$ cat src/rtl/alu_packet_parser.sv
// alu_packet_parser: byte-stream framer between UART RX and the ALU datapath.
// Parses a 4-byte header and packs the little-endian payload into operands.
module alu_packet_parser #(
    parameter int datawidth_p    = 8,
    parameter int opwidth_p      = 32,
    parameter int max_operands_p = 16
) (
    input  logic                   clk_i,
    input  logic                   rst_i,
    input  logic [datawidth_p-1:0] in_data_i,
    input  logic                   in_valid_i,
    output logic                   in_ready_o,
    output logic [opwidth_p-1:0]   op_data_o,
    output logic [7:0]             op_opcode_o,
    output logic                   op_last_o,
    output logic                   op_valid_o,
    input  logic                   op_ready_i,
    output logic                   err_o
);

    localparam int bpo = opwidth_p / datawidth_p;
    localparam int cw  = (bpo > 1) ? $clog2(bpo) : 1;

    localparam logic [15:0]   min_len  = 16'(4 + 2 * bpo);
    localparam logic [15:0]   max_len  = 16'(4 + bpo * max_operands_p);
    localparam logic [15:0]   bpo_w    = 16'(bpo);
    localparam logic [cw-1:0] last_idx = cw'(bpo - 1);

    typedef enum logic [2:0] {
        OPC,
        RSV,
        LLO,
        LHI,
        DATA,
        DROP
    } state_t;

    state_t state;
    state_t state_n;

    logic [7:0]           opcode;
    logic [7:0]           len_lo;
    logic [15:0]          rem;
    logic [15:0]          rem_n;
    logic [cw-1:0]        cnt;
    logic [cw-1:0]        cnt_n;
    logic [opwidth_p-1:0] acc;
    logic [opwidth_p-1:0] word;
    logic [15:0]          len_w;
    logic [15:0]          body;
    logic                 opc_ok;
    logic                 pkt_ok;
    logic                 take;
    logic                 emit;
    logic                 err_n;

    // Stall only while an operand is waiting on the ALU.
    assign in_ready_o = rst_i && (!op_valid_o || op_ready_i);
    assign take       = in_valid_i && in_ready_o;

    assign len_w  = {in_data_i, len_lo};
    assign body   = len_w - 16'd4;
    assign opc_ok = (opcode >= 8'h10) && (opcode <= 8'h13);
    assign pkt_ok = opc_ok
                 && (len_w >= min_len)
                 && (len_w <= max_len)
                 && ((body % bpo_w) == 16'd0);

    always_comb begin
        word = acc;
        word[int'(cnt) * datawidth_p +: datawidth_p] = in_data_i;
    end

    always_comb begin
        state_n = state;
        rem_n   = rem;
        cnt_n   = cnt;
        emit    = 1'b0;
        err_n   = 1'b0;
        if (take) begin
            unique case (state)
                OPC: state_n = RSV;
                RSV: state_n = LLO;
                LLO: state_n = LHI;
                LHI: begin
                    cnt_n = '0;
                    if (pkt_ok) begin
                        state_n = DATA;
                        rem_n   = body;
                    end else begin
                        err_n = 1'b1;
                        if (len_w > 16'd4) begin
                            state_n = DROP;
                            rem_n   = body;
                        end else begin
                            state_n = OPC;
                        end
                    end
                end
                DATA: begin
                    rem_n = rem - 16'd1;
                    if (cnt == last_idx) begin
                        cnt_n = '0;
                        emit  = 1'b1;
                    end else begin
                        cnt_n = cnt + 1'b1;
                    end
                    if (rem == 16'd1) begin
                        state_n = OPC;
                    end
                end
                DROP: begin
                    rem_n = rem - 16'd1;
                    if (rem == 16'd1) begin
                        state_n = OPC;
                    end
                end
                default: state_n = OPC;
            endcase
        end
    end

    always_ff @(posedge clk_i) begin
        if (!rst_i) begin
            state <= OPC;
        end else begin
            state <= state_n;
        end
    end

    always_ff @(posedge clk_i) begin
        if (!rst_i) begin
            opcode      <= '0;
            len_lo      <= '0;
            rem         <= '0;
            cnt         <= '0;
            acc         <= '0;
            op_data_o   <= '0;
            op_opcode_o <= '0;
            op_last_o   <= 1'b0;
            op_valid_o  <= 1'b0;
            err_o       <= 1'b0;
        end else begin
            rem   <= rem_n;
            cnt   <= cnt_n;
            err_o <= err_n;
            if (take && state == OPC) begin
                opcode <= in_data_i;
            end
            if (take && state == LLO) begin
                len_lo <= in_data_i;
            end
            if (take && state == DATA) begin
                acc <= word;
            end
            // A new operand can only land when the old one leaves.
            if (emit) begin
                op_data_o   <= word;
                op_opcode_o <= opcode;
                op_last_o   <= (rem == 16'd1);
                op_valid_o  <= 1'b1;
            end else if (op_ready_i) begin
                op_valid_o  <= 1'b0;
            end
        end
    end

endmodule

$ cat config.mk
export PLATFORM = sky130hd
export DESIGN_NAME = alu_packet_parser
export DESIGN_NICKNAME = d
export VERILOG_FILES = /design/src/rtl/alu_packet_parser.sv
export SDC_FILE = /design/constraint.sdc
export NUM_CORES = 1
export LEC_CHECK = 0
export CAP_MARGIN = 20
export CORE_MARGIN = 2
export CORE_UTILIZATION = 35
export CTS_BUF_LIST = sky130_fd_sc_hd__clkbuf_16
export DETAILED_ROUTE_END_ITERATION = 6
export DONT_BUFFER_PORTS = 1
export PLACE_DENSITY = 0.6
export RECOVER_POWER = 25
export SKIP_LAST_GASP = 1
export SLEW_MARGIN = 15
export SYNTH_ARGS = -nofsm -noshare
export SYNTH_HDL_FRONTEND = slang
export SYNTH_SLANG_ARGS = --single-unit
$ cat constraint.sdc
create_clock -name clk_i -period 6.7 [get_ports clk_i]
set_input_delay 0.67 -clock clk_i [delete_from_list [all_inputs] [get_ports clk_i]]
set_output_delay 0.67 -clock clk_i [all_outputs]
set_load 0.02 [all_outputs]
==> flow_metrics.tcl <==
set metrics [dict create \
    status "complete, no violations" \
    cts.htree.levels 3 \
    required_ns 6.96 \
    antenna_found_initial 0 \
    finalHoldViolations 0 \
    finClkSkew_ns 0.0105 \
    synth-seq-area-share_pct 42.4 \
    reg2reg_to "op_data_o[27]" \
    dp_hpwl_mm 9.04 \
    fmax_mhz 337 \
    numPortBuffers 0 \
    synth_edf_count 0 \
    cap_violations 0 \
    crit_path_end "op_data_o[27]" \
    area_delta_synth_final_pct 5.65 \
    overflow 0 \
    clk_latency_ns 0.36 \
    cp_num_cells 6 \
    ant_nets 0 \
    ys.flop_type "dfxtp_1" \
    yosysUniqueCellTypes 64 \
    crit_type "reg -> reg" \
    rows 44 \
    synth_fp_nets 635 \
    final_nets 602 \
    post_route_cells_drive_above_1_share_pct 6.68 \
    postCtsHoldBufs 0 \
    crit_family "simple AND/OR/NAND/NOR gates" \
    finalMaxSlewViolations 0 \
    rsz0062_at_grt "no" \
    crit_path_end_kind "flip-flop" \
    finalWirelength_mm 13.2 \
    finalPower_uw 1250 \
    ioPinCount 56 \
    synth_seq_cells 112 \
    syn_avg_cell_area_um2 8.65 \
    start_kind "flip-flop" \
    clk_pin_slew_worst_paths_ns 0.07 \
    setup_violations 0 \
    initial_utilization_pct 36.1 \
    async_flop_share_pct 0 \
    cts_resized 0 \
    dieHeight_um 127 \
    p_leak_uw 0.00187 \
    cts_root_buf "clkbuf_16" \
    arrival_ns 3.23 \
    antennaDiodeCount 0 \
    dr.first_iter.drc_count 329 \
    viasPerCell 5.58 \
    finalCritPeriodShare_pct 44.3 \
    fp.coreArea_mm2 0.0146 \
    startpoint "state[1]" \
    wire_per_inst_um 17.2 \
    n_fill_cell 1490 \
    cts_setup_buffers 0 \
    cts_inserted_buffers 9 \
    worst-path-buf-inv 1 \
    cts_tree "yes" \
    grt_pass1_wl_mm 21.5 \
    p_per_area_mw_per_mm2 223 \
    first_global_vias 4178 \
    clock-sinks 112 \
    tns_ns 0 \
    crit_slowest_cell "and2_4" \
    ys_warn_count 0 \
    fin_crit_ns 2.97 \
    max_stage_delay_ns 0.69 \
    r2r_setup_slack_ns 3.73 \
    first_pass_iters 7 \
    grt_start_max_net_pins 97 \
    route.detailed.drc 0 \
    worstHoldPathCells 1 \
    vias 4287 \
    syn_area_mm2 0.00529 \
    crit_path_cell_trace "nand2b_1 > nor4_2 > buf_4 > and2_4 > nor2_1 > a211oi_1" \
    routabilityCongestion 0.855 \
    grt_usage_pct 16.5 \
    min_path_type "in -> reg" \
    die_w_um 127 \
    vdd.ir_drop.worst_mv 0.111 \
    die-area_mm2 0.0161 \
    tightestPinTransition_ns 1.02 \
    reg2reg_depth 6 \
    worstReg2RegStart "state[1]" \
    relSlewSlack_pct 31.8 \
    postSynthCellCount 612 \
    crit_path_max_fanout 73 \
    cts_max_path_buffers 2 \
]
## state kept, by name (all words and copies together), names as in the netlist
signal,flops
op_data_o,32
opcode,8
op_last_o,1
cnt,2
state,3
op_valid_o,1
len_lo,8
op_opcode_o,8
acc,32
err_o,1
rem,16
## worst min path at each step
stage | from | endpoint
final | rst_i | state[0]
after CTS | rst_i | state[0]
after global routing | rst_i | state[0]
after global placement | opcode[0] | op_opcode_o[0]
after detailed placement | opcode[1] | op_opcode_o[1]
after floorplan | opcode[0] | op_opcode_o[0]
## synthesized netlist by cell type (2+ instances only)
cell	n	area, um2
nor4_1	9	56.3
mux2i_1	19	190
o41ai_1	4	35.0
a21oi_1	53	265
o21ai_0	11	55.1
buf_1	5	18.8
a32o_1	2	20.0
a211oi_1	65	488
buf_2	12	60.1
xnor2_1	6	52.6
buf_4	4	30.0
o32ai_1	2	17.5
or3_1	6	37.5
clkbuf_1	21	78.8
inv_1	9	33.8
nor3_1	11	55.1
nand4_1	3	18.8
ha_1	11	138
o211ai_1	4	30.0
nand2b_1	3	18.8
o22ai_1	8	50.1
o31ai_1	3	22.5
nor2b_1	34	213
or4_1	2	15.0
or3b_2	2	17.5
o2111ai_1	2	17.5
xor2_1	7	61.3
a21oi_2	2	17.5
dfxtp_1	112	2240
nand2_1	36	135
buf_6	5	56.3
nand3_1	7	35.0
nor2_1	96	360
and2_1	3	18.8
nor4b_1	3	26.3
or3b_1	2	17.5
## final cells by class
cell class / count / area [um2] / share of cell area (%)
timing repair buffer: 4 / 30.0 / 0.537
multi-input combinational: 442 / 2770 / 49.6
clock buffer: 9 / 225 / 4.03
sequential: 112 / 2240 / 40.1
clock inverter: 7 / 53.8 / 0.962
tap: 184 / 230 / 4.12
inverter: 10 / 37.5 / 0.671
## metrics by stage
stage	std cells	hold slack (ns)	setup WS (ns)	util, %	instance area [um2]
floorplan	612	0.431	4.37	-	5290
global placement	752	0.460	3.52	36.3	5310
detailed placement	752	0.460	3.40	36.3	5310
CTS	768	0.450	3.36	38.2	5590
global route	768	0.446	3.41	38.2	5590
finish	768	0.459	3.73	38.2	5590
## metal layers
layer,global-route usage [%],routed length (um),vias to the layer above
met5,0,0,-
met3,4.05,769,26
met4,6.46,255,0
met1,22.0,6030,2020
li1,-,-,2134
met2,25.8,6140,107
## placed cells by master, fill, tap and decap left out, types with 11 or more instances in the layout
cell and instances:
nor3_1 11, ha_1 11, a211oi_1 65, dfxtp_1 112, nor2_1 96, nand2_1 36
nor2b_1 34, a21oi_1 53, mux2i_1 19, o21ai_0 11
## cell families (layout without fill, tap and decap cells)
| group | after synthesis | count (layout) | synth area share, % |
|---|---|---|---|
| buffers and inverters | 58 | 30 | 5.41 |
| AND/OR/NAND/NOR | 228 | 228 | 21.8 |
| AO/OA/AOI/OAI | 171 | 171 | 22.0 |
| XOR/XNOR | 13 | 13 | 2.15 |
| adder cells (fa/ha/maj) | 11 | 11 | 2.60 |
| flip-flops | 112 | 112 | 42.4 |
| multiplexers | 19 | 19 | 3.59 |
## power breakdown
part,total [uW],leakage (uW),internal (uW),switching [uW]
logic,59.9,0.000835,23.1,36.8
clock network,512,0.000137,256,256
registers,677,0.000903,671,6.40
total,1250,0.00187,950,299
No activity file was read; power rests on OpenSTA's default activity.
